## config.mk

```make
export PLATFORM = sky130hd
export DESIGN_NAME = axi_tlb_lookup_arb
export DESIGN_NICKNAME = d
export VERILOG_FILES = /design/src/rtl/axi_tlb_lookup_arb.sv
export SDC_FILE = /design/constraint.sdc
export NUM_CORES = 1
export LEC_CHECK = 0
export CAP_MARGIN = 20
export CORE_ASPECT_RATIO = 1.25
export CORE_MARGIN = 2
export CORE_UTILIZATION = 24
export DETAILED_ROUTE_END_ITERATION = 12
export GPL_ROUTABILITY_DRIVEN = 0
export HOLD_SLACK_MARGIN = 0.02
export MAX_ROUTING_LAYER = met4
export PLACE_DENSITY_LB_ADDON = 0.12
export SLEW_MARGIN = 20
export SYNTH_ARGS = -nofsm -noshare
export SYNTH_HDL_FRONTEND = slang
export SYNTH_SLANG_ARGS = --single-unit
```

## constraint.sdc

```tcl
create_clock -name clk_i -period 2.24 [get_ports clk_i]
set_clock_uncertainty 0.05 [all_clocks]
set_input_delay 0.448 -clock clk_i [delete_from_list [all_inputs] [get_ports clk_i]]
set_output_delay 0.448 -clock clk_i [all_outputs]
set_load 0.01 [all_outputs]
```

## src/rtl/axi_tlb_lookup_arb.sv

```systemverilog
// Round-robin arbiter sharing one TLB lookup engine between the AW and AR
// translation streams, with an order FIFO that steers in-order results back.
module axi_tlb_lookup_arb #(
    parameter int unsigned AddrWidth  = 32,
    parameter int unsigned ResWidth   = 33,
    parameter int unsigned MaxPending = 4
) (
    input  logic                              clk_i,
    input  logic                              rst_ni,
    input  logic [AddrWidth-1:0]              wr_req_addr_i,
    input  logic                              wr_req_valid_i,
    output logic                              wr_req_ready_o,
    output logic [ResWidth-1:0]               wr_res_o,
    output logic                              wr_res_valid_o,
    input  logic                              wr_res_ready_i,
    input  logic [AddrWidth-1:0]              rd_req_addr_i,
    input  logic                              rd_req_valid_i,
    output logic                              rd_req_ready_o,
    output logic [ResWidth-1:0]               rd_res_o,
    output logic                              rd_res_valid_o,
    input  logic                              rd_res_ready_i,
    output logic [AddrWidth-1:0]              lkp_req_addr_o,
    output logic                              lkp_req_valid_o,
    input  logic                              lkp_req_ready_i,
    input  logic [ResWidth-1:0]               lkp_res_i,
    input  logic                              lkp_res_valid_i,
    output logic                              lkp_res_ready_o,
    output logic [$clog2(MaxPending+1)-1:0]   pending_o,
    output logic                              busy_o
);

    localparam int unsigned CntWidth = $clog2(MaxPending + 1);
    localparam int unsigned PtrWidth = (MaxPending > 1) ? $clog2(MaxPending) : 1;
    localparam logic        DirWr    = 1'b0;
    localparam logic        DirRd    = 1'b1;

    logic [CntWidth-1:0]   count_q, count_d;
    logic [PtrWidth-1:0]   wr_ptr_q, wr_ptr_d;
    logic [PtrWidth-1:0]   rd_ptr_q, rd_ptr_d;
    logic [MaxPending-1:0] dir_fifo_q, dir_fifo_d;
    logic                  prio_q, prio_d;
    logic                  lock_q, lock_d;
    logic                  lock_dir_q, lock_dir_d;

    logic full, empty, gnt_dir, head_dir, req_hs, res_hs;

    function automatic logic [PtrWidth-1:0] ptr_next(input logic [PtrWidth-1:0] p);
        if (p == PtrWidth'(MaxPending - 1)) begin
            return '0;
        end
        return p + 1'b1;
    endfunction

    // A locked grant wins over the round-robin choice so a stalled request stays stable.
    always_comb begin
        full  = (count_q == CntWidth'(MaxPending));
        empty = (count_q == '0);
        if (lock_q) begin
            gnt_dir = lock_dir_q;
        end else if (wr_req_valid_i && rd_req_valid_i) begin
            gnt_dir = prio_q;
        end else if (rd_req_valid_i) begin
            gnt_dir = DirRd;
        end else if (wr_req_valid_i) begin
            gnt_dir = DirWr;
        end else begin
            gnt_dir = prio_q;
        end
    end

    always_comb begin
        lkp_req_valid_o = !full && ((gnt_dir == DirRd) ? rd_req_valid_i : wr_req_valid_i);
        lkp_req_addr_o  = (gnt_dir == DirRd) ? rd_req_addr_i : wr_req_addr_i;
        wr_req_ready_o  = !full && (gnt_dir == DirWr) && lkp_req_ready_i;
        rd_req_ready_o  = !full && (gnt_dir == DirRd) && lkp_req_ready_i;
        req_hs          = lkp_req_valid_o && lkp_req_ready_i;

        head_dir        = dir_fifo_q[rd_ptr_q];
        wr_res_o        = lkp_res_i;
        rd_res_o        = lkp_res_i;
        wr_res_valid_o  = !empty && (head_dir == DirWr) && lkp_res_valid_i;
        rd_res_valid_o  = !empty && (head_dir == DirRd) && lkp_res_valid_i;
        lkp_res_ready_o = !empty && ((head_dir == DirRd) ? rd_res_ready_i : wr_res_ready_i);
        res_hs          = lkp_res_valid_i && lkp_res_ready_o;

        pending_o       = count_q;
        busy_o          = (count_q != '0) || lkp_req_valid_o;
    end

    always_comb begin
        lock_d     = lkp_req_valid_o && !lkp_req_ready_i;
        lock_dir_d = gnt_dir;
        prio_d     = req_hs ? ~gnt_dir : prio_q;
        dir_fifo_d = dir_fifo_q;
        wr_ptr_d   = wr_ptr_q;
        rd_ptr_d   = rd_ptr_q;
        count_d    = count_q;
        if (req_hs) begin
            dir_fifo_d[wr_ptr_q] = gnt_dir;
            wr_ptr_d             = ptr_next(wr_ptr_q);
        end
        if (res_hs) begin
            rd_ptr_d = ptr_next(rd_ptr_q);
        end
        if (req_hs && !res_hs) begin
            count_d = count_q + 1'b1;
        end else if (!req_hs && res_hs) begin
            count_d = count_q - 1'b1;
        end
    end

    always_ff @(posedge clk_i or negedge rst_ni) begin
        if (!rst_ni) begin
            count_q    <= '0;
            wr_ptr_q   <= '0;
            rd_ptr_q   <= '0;
            dir_fifo_q <= '0;
            prio_q     <= DirWr;
            lock_q     <= 1'b0;
            lock_dir_q <= DirWr;
        end else begin
            count_q    <= count_d;
            wr_ptr_q   <= wr_ptr_d;
            rd_ptr_q   <= rd_ptr_d;
            dir_fifo_q <= dir_fifo_d;
            prio_q     <= prio_d;
            lock_q     <= lock_d;
            lock_dir_q <= lock_dir_d;
        end
    end

`ifndef SYNTHESIS
    max_pending_nonzero: assert property (@(posedge clk_i) MaxPending != 0)
        else $error("MaxPending must be at least 1");
    wr_req_stable: assert property (@(posedge clk_i) disable iff (!rst_ni)
        (wr_req_valid_i && !wr_req_ready_o) |=> (wr_req_valid_i && $stable(wr_req_addr_i)))
        else $error("write request dropped or changed before ready");
    rd_req_stable: assert property (@(posedge clk_i) disable iff (!rst_ni)
        (rd_req_valid_i && !rd_req_ready_o) |=> (rd_req_valid_i && $stable(rd_req_addr_i)))
        else $error("read request dropped or changed before ready");
    res_without_pending: assert property (@(posedge clk_i) disable iff (!rst_ni)
        lkp_res_valid_i |-> !empty)
        else $error("engine returned a result with no lookup outstanding");
    fifo_no_overflow: assert property (@(posedge clk_i) disable iff (!rst_ni)
        req_hs |-> !full)
        else $error("order FIFO overflow");
    fifo_no_underflow: assert property (@(posedge clk_i) disable iff (!rst_ni)
        res_hs |-> !empty)
        else $error("order FIFO underflow");
`endif

endmodule

```

Word level (Yosys, flattened, before mapping)
Index checks and enable logic that the tools add are counted.
{ "op_classes": {"add_sub_neg": 4, "n_mul": 0, "div_mod_pow": 0, "order_cmp": 3, "eq_ne": 3, "shifts": 0, "mux": 22, "bitwise": 2, "n_reduce_logical": 26} }
{ "op_table": {"columns": ["op", "count"], "rows": [
  ["$mux 32", 1],
  ["$logic_and 1x1->1", 17],
  ["$mux 1", 12],
  ["$mux 2", 4],
  ["$lt 2x3->1 const B", 2],
  ["$mux 3", 2],
  ["$logic_not 1->1", 5],
  ["$add 2x1->2 const B", 2],
  ["$bwmux 4", 1],
  ["$eq 2x2->1 const B", 2],
  ["$add 3x1->3 const B", 1],
  ["$eq 3x3->1 const B", 1],
  ["$logic_not 3->1", 1],
  ["$reduce_bool 3->1", 1],
  ["$sub 3x1->3 const B", 1],
  ["$bmux 1 s2", 1],
  ["$demux 1 s2", 1],
  ["$ge 2x1->1 const B", 1],
  ["$not 1->1", 2],
  ["$reduce_bool 2->1", 1],
  ["$logic_or 1x1->1", 1]
]} }
{ "word_totals": {"reg_bits": 14, "latchBits": 0, "ramBits": 0, "rom_bits": 0, "input_bits": 105, "output_inout_bits": 108, "elab_cells": 67, "mem_count": 0} }

Depth between registers and ports, before layout
Gate-level depths: netlist of run 1.
{ "depth": {"ltp_word": 11, "depth_mapped": 10} }

Worst setup path before layout of run 1
Ideal clock, no wire load.
{ "synth_path": {"kind": "register to register", "from": "register rd_ptr_q[0]", "to": "register count_q[1] (netlist: pending_o[1])", "arrival_time_ns": 2.182, "slack_ns": -0.116, "stages_incl_launch_ff": 9, "n_path_buf": 0, "synth_period_minus_slack_ns": 2.356, "cell_sequence": "dfrtp_1 mux4_2 mux2i_1 nor2_1 inv_1 ha_1 inv_1 fa_1 mux2_2"} }
{ "synth_between": {"elab_chain_len": 8, "elab_cells_between_ends": 10, "classes_between": "mux: 4; reduce/logical: 6"} }
{ "synth_lines": {"columns": ["element", "line", "rtl"], "rows": [
  ["from (decl)", "39", "logic [PtrWidth-1:0] rd_ptr_q, rd_ptr_d;"],
  ["from (signal assigned)", "124", "rd_ptr_q <= rd_ptr_d;"],
  ["$bmux 1 s2", "78", "head_dir = dir_fifo_q[rd_ptr_q];"],
  ["$mux 1 (not written as such)", "78", null],
  ["$mux 1", "83", "lkp_res_ready_o = !empty && ((head_dir == DirRd) ? rd_res_ready_i : wr_res_ready_i);"],
  ["$logic_and 1x1->1", "83", null],
  ["$logic_and 1x1->1", "84", "res_hs = lkp_res_valid_i && lkp_res_ready_o;"],
  ["$logic_not 1->1", "105", "if (req_hs && !res_hs) begin"],
  ["$logic_and 1x1->1", "105", null],
  ["$mux 3", "105", null],
  ["named net count_d[1]", "37", "logic [CntWidth-1:0] count_q, count_d;"],
  ["to (signal assigned)", "122", "count_q <= count_d;"],
  ["to (decl)", "37", null]
]} }
The timed path passes the listed nets, and every way through them passes these cells. The select of a mux whose other input is x is not followed.
A chain may end at the register's enable or synchronous reset.

Worst setup path after layout of run 1
Ends and elaborated chain as after synthesis.

==> results of run 1 <==
## power by group through the flow
stage	registers (mW)	clock network [mW]	logic, mW
2_1_floorplan	0.487	0	1.03
3_3_place_gp	0.475	0	2.10
3_5_place_dp	0.479	0	2.09
4_1_cts	0.478	0.260	2.31
5_1_grt	0.494	0.269	2.76
6_report	0.475	0.250	2.51
## kinds of logic after synthesis
group                      after synthesis  share of synthesized area (%)
buffers and inverters                   81                           32.5
muxes                                    8                           5.99
adders and majority gates                7                           5.56
and+or+nand+nor                        124                           28.3
AOI/OAI and AO/OA                       17                           5.63
xor gates and xnor gates                 3                           1.54
DFF                                     14                           20.5
## critical path, stage by stage (launching register included)
cell and delay [ns]:
dfrtp_1 0.38, mux4_2 0.54, mux2i_2 0.18, nor2_2 0.15, inv_2 0.07, ha_4 0.16, inv_2 0.05, fa_2 0.41
mux2_2 0.26
## cells in the final DEF (no fill, tap or decap), drive strengths merged
| master | count |
|---|---|
| a21boi | 1 |
| a21oi | 3 |
| a31oi | 4 |
| and2 | 1 |
| buf | 69 |
| clkbuf | 9 |
| clkdlybuf4s15 | 3 |
| clkdlybuf4s50 | 72 |
| clkinv | 1 |
| dfrtp | 14 |
| fa | 1 |
| ha | 6 |
| inv | 5 |
| mux2 | 5 |
| mux2i | 2 |
| mux4 | 1 |
| nand2 | 106 |
| nand2b | 1 |
| nand3 | 4 |
| nor2 | 9 |
| nor2b | 1 |
| nor3 | 1 |
| o21ai | 8 |
| o31a | 1 |
| or3b | 1 |
| xnor2 | 1 |
| xor2 | 2 |
## registers in the layout (all words and copies together) (netlist names)
register / count
dir_fifo_q: 4
lock_dir_q: 1
lock_q: 1
pending_o: 3
prio_q: 1
rd_ptr_q: 2
wr_ptr_q: 2
## repair_timing
action	4_1_cts	5_1_grt
setup buffers	7	2
pin swaps	14	48
gates cloned	4	1
setup endpoints to repair	41	38
gates resized for setup	151	106
## worst max-delay path by stage
stage | to | cells past startpoint
2_1_floorplan | pending_o[2]$_DFFE_PN0P_ | 10
3_3_place_gp | pending_o[2]$_DFFE_PN0P_ | 11
3_5_place_dp | pending_o[2]$_DFFE_PN0P_ | 11
4_1_cts | pending_o[2]$_DFFE_PN0P_ | 10
5_1_grt | pending_o[2]$_DFFE_PN0P_ | 10
6_report | pending_o[1]$_DFFE_PN0P_ | 8
## synthesized netlist by cell type
library cell | instances | share of area (%)
a21boi_0 | 1 | 0.44
a21oi_1 | 3 | 0.88
a31oi_1 | 4 | 1.5
and2_1 | 1 | 0.37
buf_2 | 4 | 1.2
buf_4 | 66 | 29
clkbuf_1 | 5 | 1.1
clkinv_1 | 1 | 0.22
dfrtp_1 | 14 | 20
fa_1 | 1 | 1.2
ha_1 | 6 | 4.4
inv_1 | 5 | 1.1
mux2_1 | 2 | 1.3
mux2_2 | 3 | 2.0
mux2i_1 | 1 | 0.58
mux2i_2 | 1 | 0.80
mux4_2 | 1 | 1.3
nand2_1 | 106 | 23
nand2b_1 | 1 | 0.37
nand3_1 | 4 | 1.2
nor2_1 | 9 | 2.0
nor2b_1 | 1 | 0.37
nor3_1 | 1 | 0.29
o21ai_0 | 8 | 2.3
o31a_1 | 1 | 0.51
or3b_1 | 1 | 0.51
xnor2_1 | 1 | 0.51
xor2_1 | 2 | 1.0
## routing by layer
metal  up-vias  track usage (%)  part of all wire, %
met5         -                -                    0
met4         0             5.57                  2.0
met3        13             3.21                  9.1
met2        97             26.4                   54
met1       794             16.0                   35
li1        883                -                    -
## stage by stage
step	power (mW)	TNS, ns	util (%)	setup WS, ns
after floorplan	1.52	-0.225	-	-0.115
after global placement	2.57	-21.89	38.2	-0.629
after detailed placement	2.56	-22.45	38.2	-0.692
after CTS	3.05	-0.643	41.1	-0.188
after global routing	3.52	-1.23	43.7	-0.255
final	3.24	-0.362	43.7	-0.120
## layout make-up
cell class                 count  area share, %
sequential                    14           11.6
multi-input combinational    159           34.2
tap                           90           3.72
clock buffer                   4           1.82
timing repair buffer         149           47.8
inverter                       6          0.909
==> qor.yml, run 1 <==
run_status:
  status: "complete, but fails checks"
  failed_checks: "setup timing"
floorplanning:
  row_count: 34
  die_w_um: 79.5
  dieArea_um2: 7830
  die_y_um: 98.4
  ios: 213
  initial_core_util_pct: 24.7
  core_area_um2: 6930
cells_and_area:
  fin_nets: 445
  multi_input_area_um2: 1040
  final_cell_count_no_fill: 422
  antenna_cells: 0
  drive_gt1_share_pct: 42.2
  areaGrowthSynthToFinish_pct: 76.9
  regArea_um2: 350
  design_area_um2: 3030
  fillers: 741
job:
  drv_cap: 0
sta:
  hold_ws_ns: 0.487
  setup_violations: 7
  hold_viol_final: 0
  clock.fmax_mhz: 424
  rsz0062_at_grt: "true"
  worst_pin_slew_ns: 0.661
  relSlewSlack_pct: 55.8
  fin_crit_sh_pct: 105
  setup_ws_ns: -0.120
  min_period_ns: 2.36
  maxSlewViolCount: 0
synthesis:
  syn_area_per_cell_um2: 6.74
  netlist_instances: 254
  synth.distinct_cells: 28
  synth-warning-count: 0
  netlist_area_um2: 1710
  ys_ff_latch: 14
  synth_seq_area_share_pct: 20.5
  syn_nets: 366
setup_path:
  startpoint: "rd_ptr_q[0]$_DFFE_PN0P_"
  end_kind: "register"
  rr_startpoint: "rd_ptr_q[0]$_DFFE_PN0P_"
  crit_arrival_ns: 2.44
  startpoint_type: "register"
  r2r_slack_ns: -0.12
  worstSetupPathType: "reg2reg"
  timing.rr.end: "pending_o[1]$_DFFE_PN0P_"
  ff2ff_path_depth: 8
  cp_max_fo: 2
  worst_ep_required_time_ns: 2.32
clock_tree:
  hold_buffers: 0
  clockBufferDepth: 2
  cts_tree: "built"
  clock_latency_ns: 0.24
  cts-root-buf: "clkbuf_8"
  clk_pin_slew_ns: 0.06
  cts_buffers: 3
  cts_sinks: 14
  cts-htree-levels: 1
min_path:
  hp-start: "rd_ptr_q[1]$_DFFE_PN0P_"
  hold_path_depth: 1
  holdPathEnd: "rd_ptr_q[1]$_DFFE_PN0P_"
  hp-class: "reg2reg"
place:
  hpwl_um: 4270
  io_buffer_count: 113
  post_dp_cell_area_um2: 2650
  dpl.cell_count: 407
power_and_ir_drop:
  power_frac_comb_pct: 77.6
  cell_internal_pwr_mw: 1.92
  leakagePower_nw: 1.47
  switching_share_pct: 40.8
  p_seq_share_pct: 14.7
  power_density_nw_per_um2: 1070
  power_switching_mw: 1.32
  vdd.ir_drop.worst_v: 0.000481
  power_frac_clock_pct: 7.7
drt:
  drt_iter0_markers: 27
  ant_nets: 0
  drc_errors: 0
  vias: 1787
  via_per_inst: 4.23
  wl_per_cell_um: 13.7
  totalWireLength_um: 5780
  firstDrtPassIters: 3
global_route:
  grt_pass1_vias: 1886
  grt_max_degree: 18
  grt-ovfl-total: 0
  track_usage_pct: 14.9
  grt_pass1_wl_um: 8970
  antenna_found_initial: 0
No activity file was read; power rests on OpenSTA's default activity.
==> run 2: changes to the inputs <==
--- a/config.mk
+++ b/config.mk
@@ -7,13 +7,15 @@
 export LEC_CHECK = 0
 export CAP_MARGIN = 20
 export CORE_ASPECT_RATIO = 1.25
-export CORE_MARGIN = 2
+export CORE_MARGIN = 5
 export CORE_UTILIZATION = 24
+export CTS_CLUSTER_DIAMETER = 40
 export DETAILED_ROUTE_END_ITERATION = 12
 export GPL_ROUTABILITY_DRIVEN = 0
 export HOLD_SLACK_MARGIN = 0.02
 export MAX_ROUTING_LAYER = met4
 export PLACE_DENSITY_LB_ADDON = 0.12
+export SETUP_SLACK_MARGIN = 0.15
 export SLEW_MARGIN = 20
 export SYNTH_ARGS = -nofsm -noshare
 export SYNTH_HDL_FRONTEND = slang
==> run 2 against run 1 <==
Effect of this change:
- the flow still finishes with violations (setup timing)
- combinational power increased by 21%
- highest routed layer unchanged
- critical endpoint unchanged
- sequential cell count unchanged
- cell count increased by 4.0%
- utilization increased by 3.9 points
- largest power group unchanged
- critical path depth unchanged
==> qor.yml, run 2 (same netlist as run 1, synthesis figures left out) <==
run_status:
  failed_checks: "setup timing"
  status: "complete, but fails checks"
clock_tree:
  clockBufferDepth: 2  # unchanged
  cts_sinks: 14  # unchanged
  cts-root-buf: "clkbuf_8"
  cts_buffers: 3  # unchanged
  hold_buffers: 0  # unchanged
  cts-htree-levels: 1  # unchanged
  clk_pin_slew_ns: 0.06  # about the same
  clock_latency_ns: 0.24  # about the same
  cts_tree: "built"
floorplanning:
  row_count: 34  # unchanged
  ios: 213  # unchanged
  die_w_um: 85.5  # +7.5%
  die_y_um: 104  # +6.1%
  core_area_um2: 6980  # +0.61%
  dieArea_um2: 8930  # +14%
  initial_core_util_pct: 24.5  # -0.15 points
global_route:
  grt_pass1_wl_um: 9890  # +10%
  grt-ovfl-total: 0  # unchanged
  grt_max_degree: 19  # +1
  antenna_found_initial: 0  # unchanged
  track_usage_pct: 14.5  # -0.36 points
  grt_pass1_vias: 2065  # +9.5%
power_and_ir_drop:
  power_frac_comb_pct: 80.8  # +3.2 points
  power_frac_clock_pct: 6.6  # -1.1 points
  power_switching_mw: 1.46  # +11%
  power_mw: 3.75  # +16%
  vdd.ir_drop.worst_v: 0.000463  # -3.8%
  leakagePower_nw: 1.63  # +10%
  power_density_nw_per_um2: 1130  # +5.6%
  switching_share_pct: 39.0  # -1.8 points
  p_seq_share_pct: 12.6  # -2.1 points
  cell_internal_pwr_mw: 2.29  # +19%
sta:
  min_period_ns: 2.38  # +0.0199 ns
  worst_pin_slew_ns: 0.661  # -0.000261 ns
  relSlewSlack_pct: 55.8  # about the same
  tns_ns: -0.437  # -0.0741 ns
  hold_viol_final: 0  # unchanged
  maxSlewViolCount: 0  # unchanged
  setup_ws_ns: -0.140  # -0.0199 ns
  rsz0062_at_grt: "true"
  setup_violations: 14  # +7
  fin_crit_sh_pct: 106  # +0.89 points
  clock.fmax_mhz: 420  # -0.83%
drt:
  firstDrtPassIters: 4  # +1
  drc_errors: 0  # unchanged
  via_per_inst: 4.31  # +1.8%
  totalWireLength_um: 6450  # +11%
  wl_per_cell_um: 14.7  # +7.2%
  ant_nets: 0  # unchanged
  vias: 1892  # +5.9%
  drt_iter0_markers: 39  # +44%
setup_path:
  ff2ff_path_depth: 8  # unchanged
  r2r_slack_ns: -0.14  # -0.02 ns
  worstSetupEndpoint: "pending_o[1]$_DFFE_PN0P_"
  cp_max_fo: 2  # unchanged
  worst_ep_required_time_ns: 2.32  # about the same
  crit_arrival_ns: 2.46  # +0.02 ns
  rr_startpoint: "rd_ptr_q[0]$_DFFE_PN0P_"
  end_kind: "register"
  startpoint: "rd_ptr_q[0]$_DFFE_PN0P_"
  timing.rr.end: "pending_o[1]$_DFFE_PN0P_"
  startpoint_type: "register"
  worstSetupPathType: "reg2reg"
place:
  post_dp_cell_area_um2: 2670  # +0.66%
  hpwl_um: 4740  # +11%
  io_buffer_count: 113  # unchanged
cells_and_area:
  largest_reg_flops: 4  # unchanged
  multi_input_area_um2: 1070  # +3.4%
  regArea_um2: 350  # unchanged
  drive_gt1_share_pct: 47.6  # +5.4 points
  fin_nets: 462  # +3.8%
  fillers: 721  # -2.7%
  largest-register: "dir_fifo_q"
  areaGrowthSynthToFinish_pct: 93.7
  final_cell_mix: "72 x clkdlybuf4s50_1, 54 x nand2_1, 33 x nand2_2"
  antenna_cells: 0  # unchanged
  final_common_cell: "clkdlybuf4s50_1"
  design_area_um2: 3320  # +9.5%
job:
  drv_cap: 0  # unchanged
min_path:
  hp-class: "reg2reg"
## run 2: metrics by stage
step                std cells  hold WS (ns)  util [%]  worst slack, ns
finish                    439         0.525      47.5           -0.140
CTS                       436         0.531      43.3           -0.180
detailed placement        411         0.519      38.2           -0.671
floorplan                 254         0.102         -           -0.115
global route              439         0.557      47.5           -0.304
global placement          411         0.510      38.2           -0.614
## run 2: power groups by stage
stage / registers, mW / logic (mW) / clock network [mW]
5_1_grt: 0.486 / 3.29 / 0.268
3_3_place_gp: 0.467 / 2.12 / 0
3_5_place_dp: 0.473 / 2.13 / 0
6_report: 0.471 / 3.03 / 0.248
2_1_floorplan: 0.487 / 1.03 / 0
4_1_cts: 0.471 / 2.70 / 0.255
## run 2: worst min-delay path by stage
stage,start,endpoint,slack (ns),depth (start not counted)
CTS,pending_o[2]$_DFFE_PN0P_,pending_o[2]$_DFFE_PN0P_,0.53,2
detailed placement,wr_ptr_q[1]$_DFFE_PN0P_,wr_ptr_q[1]$_DFFE_PN0P_,0.52,1
global route,pending_o[2]$_DFFE_PN0P_,pending_o[2]$_DFFE_PN0P_,0.56,2
global placement,wr_ptr_q[1]$_DFFE_PN0P_,wr_ptr_q[1]$_DFFE_PN0P_,0.51,1
finish,pending_o[2]$_DFFE_PN0P_,pending_o[2]$_DFFE_PN0P_,0.53,2
floorplan,rst_ni,dir_fifo_q[0]$_DFFE_PN0P_,0.10,0
## run 2: timing repair
action / 4_1_cts / 5_1_grt
gates resized for setup: 223 / 65
pin swaps: 43 / 30
endpoints found under the setup margin: 44 / 41
buffers inserted: 15 / 3
gates cloned: 6 / 0
## run 2: worst max-delay path, cell delays in order, from the launching register on
cell	delay, ns
dfrtp_1	0.37
mux4_2	0.54
mux2i_2	0.18
nor2_1	0.13
inv_1	0.08
ha_2	0.19
inv_2	0.05
fa_2	0.41
mux2_2	0.26
## run 2: cell type report
type                       count  share of cell area [%]
clock buffer                   4                    1.66
inverter                       6                   0.830
multi-input combinational    159                    32.3
sequential                    14                    10.6
tap                           90                    3.40
timing repair buffer         166                    51.2
## run 2: layer usage
metal	GRT usage (%)	wire length, um	up-vias
met3	4.36	600	18
met1	16.2	2500	851
met2	24.3	3230	107
met5	-	0	-
met4	5.32	117	0
li1	-	-	916
==> run 3: changes to the inputs <==
--- a/config.mk
+++ b/config.mk
@@ -14,9 +14,8 @@
 export GPL_ROUTABILITY_DRIVEN = 0
 export HOLD_SLACK_MARGIN = 0.02
 export MAX_ROUTING_LAYER = met4
-export PLACE_DENSITY_LB_ADDON = 0.12
+export PLACE_DENSITY = 0.86
 export SETUP_SLACK_MARGIN = 0.15
-export SLEW_MARGIN = 20
 export SYNTH_ARGS = -nofsm -noshare
 export SYNTH_HDL_FRONTEND = slang
 export SYNTH_SLANG_ARGS = --single-unit
==> run 3 against run 2 <==
Effect of this change:
- the run still ends with setup timing left
- power rose by 9.3%
- combinational power grew 13%
- count of clock-buffer cells in the layout down 1
- sequential cell count unchanged
- die area did not move
- sequential share of layout area is 0.59 points lower
- largest power group unchanged
==> qor.yml, run 3 (same netlist as run 1, synthesis figures left out) <==
floorplanning:
  ios: 213  # unchanged
  dieArea_um2: 8930  # unchanged
  core_area_um2: 6980  # unchanged
  initial_core_util_pct: 24.5  # unchanged
  die_y_um: 104  # unchanged
  die_w_um: 85.5  # unchanged
  row_count: 34  # unchanged
sta:
  tns_ns: -0.973  # -0.536 ns
  worst_pin_slew_ns: 0.637  # -0.0238 ns
  setup_violations: 26  # +12
  maxSlewViolCount: 0  # unchanged
  rsz0062_at_grt: "true"
  relSlewSlack_pct: 57.4  # +1.6 points
  min_period_ns: 2.44  # +0.0558 ns
  hold_ws_ns: 0.504  # -0.0210 ns
  fin_crit_sh_pct: 109  # +2.5 points
  hold_viol_final: 0  # unchanged
  setup_ws_ns: -0.196  # -0.0558 ns
  clock.fmax_mhz: 411  # -2.3%
cells_and_area:
  final_cell_mix: "72 x clkdlybuf4s50_1, 41 x nand2_1, 39 x nand2_2"
  largest_reg_flops: 4  # unchanged
  final_common_cell: "clkdlybuf4s50_1"
  antenna_cells: 0  # unchanged
  largest-register: "dir_fifo_q"
  drive_gt1_share_pct: 53.5  # +6.0 points
  fin_nets: 469  # +1.5%
  areaGrowthSynthToFinish_pct: 105
  final_util_pct: 50.3  # +2.8 points
clock_tree:
  clock_latency_ns: 0.25  # about the same
  cts-root-buf: "clkbuf_8"
  hold_buffers: 0  # unchanged
  clockBufferDepth: 2  # unchanged
  cts-htree-levels: 1  # unchanged
  cts_sinks: 14  # unchanged
  cts_buffers: 3  # unchanged
  cts_tree: "built"
  clk_pin_slew_ns: 0.06  # about the same
setup_path:
  startpoint: "dir_fifo_q[2]$_DFFE_PN0P_"
  r2r_slack_ns: -0.20  # -0.06 ns
  timing.rr.end: "pending_o[1]$_DFFE_PN0P_"
  crit_arrival_ns: 2.51  # +0.05 ns
  worst_ep_required_time_ns: 2.32  # about the same
  worstSetupPathType: "reg2reg"
  slowest_delay_ns: 0.52  # -0.02 ns
  ff2ff_path_depth: 8  # unchanged
  startpoint_type: "register"
  rr_startpoint: "dir_fifo_q[2]$_DFFE_PN0P_"
  path_buf_inv: 2  # unchanged
  cp_max_fo: 2  # unchanged
  cp_top_family: "multiplexers"
  worstPathCellList: "mux4_2 -> mux2i_2 -> nor2_2 -> inv_1 -> ha_2 -> inv_2 -> fa_2 -> mux2_4"
  end_kind: "register"
  cp_slowest_cell: "mux4_2"
job:
  drv_cap: 0  # unchanged
power_and_ir_drop:
  vdd.ir_drop.worst_v: 0.000540  # +17%
  power_density_nw_per_um2: 1170  # +3.2%
  power_mw: 4.09  # +9.3%
  leakagePower_nw: 1.71  # +5.1%
place:
  io_buffer_count: 113  # unchanged
  dp_slack_ns: -0.774  # -0.103 ns
  hpwl_um: 5410  # +14%
min_path:
  holdPathEnd: "rd_ptr_q[1]$_DFFE_PN0P_"
  hp-start: "rd_ptr_q[1]$_DFFE_PN0P_"
  hold_path_depth: 1  # -1
  hp-class: "reg2reg"
global_route:
  antenna_found_initial: 0  # unchanged
  grt-ovfl-total: 0  # unchanged
  track_usage_pct: 17.0  # +2.5 points
  grt_pass1_vias: 2125  # +2.9%
  grt_max_degree: 15  # -4
  grt_pass1_wl_um: 11400  # +15%
drt:
  vias: 2047  # +8.2%
  dr_wl_met3_um: 791  # +32%
  via_per_inst: 4.60  # +6.7%
  met1Wirelength_um: 2480  # -0.68%
  drt_iter0_markers: 33  # -15%
  ant_nets: 0  # unchanged
  wl_per_cell_um: 18.4  # +25%
  wl_met2_um: 4440  # +37%
  firstDrtPassIters: 4  # unchanged
  drc_errors: 0  # unchanged
  highest_layer: "met4"
  totalWireLength_um: 8180  # +27%
run_status:
  status: "complete, but fails checks"
  failed_checks: "setup timing"
-- run 3: changes by cell type in the layout (fill, tap and decap cells not counted), moves of 2 or more --
cell,previous run,this run
buf_8,1,4
nand3_4,0,2
buf_12,7,5
nor2_1,6,4
nand2_1,54,41
nand2_4,19,25
nand2_2,33,39
buf_4,28,31
-- run 3: worst max-delay path by stage --
| stage | end | slack, ns | depth (start not counted) |
|---|---|---|---|
| after global routing | pending_o[2]$_DFFE_PN0P_ | -0.31 | 10 |
| after global placement | busy_o | -0.73 | 8 |
| after CTS | pending_o[2]$_DFFE_PN0P_ | -0.16 | 10 |
| final | pending_o[1]$_DFFE_PN0P_ | -0.20 | 8 |
| after floorplan | pending_o[2]$_DFFE_PN0P_ | -0.12 | 10 |
| after detailed placement | busy_o | -0.77 | 8 |
-- run 3: stage by stage --
step                      std cells  area (um2)
after CTS                       436        3120
after detailed placement        409        2640
final                           445        3510
after global placement          409        2640
after floorplan                 254        1710
after global routing            445        3510
-- run 3: repair_timing --
| item | CTS | global route |
|---|---|---|
| resized for setup | 254 | 75 |
| endpoints found under the setup margin | 44 | 42 |
| gates cloned | 7 | 1 |
| pin swaps | 52 | 45 |
| setup buffers | 17 | 8 |
-- run 3: worst reg2reg max path: cells and delay by family, from the launching register on --
family / cells / cell delay (ns)
buf+inv: 2 / 0.11
simple gates: 1 / 0.16
flops: 1 / 0.40
mux: 3 / 0.98
fa+ha+maj: 2 / 0.60
-- run 3: final cells by class --
type                       count  area (um2)
timing repair buffer         173        1780
sequential                    14         350
inverter                       6        30.0
tap                           90         113
clock buffer                   3        41.3
fill                         620        3460
multi-input combinational    159        1190
-- run 3: report_power, final --
group          internal, mW  switching, mW
Sequential            0.378         0.0916
Clock                 0.119         0.0895
Combinational          1.92           1.49
-- run 3: metal layers --
layer,global-route usage (%),up-vias
li1,-,933
met1,15.1,933
met2,32.0,132
met3,4.28,49
met4,9.16,0
met5,-,-
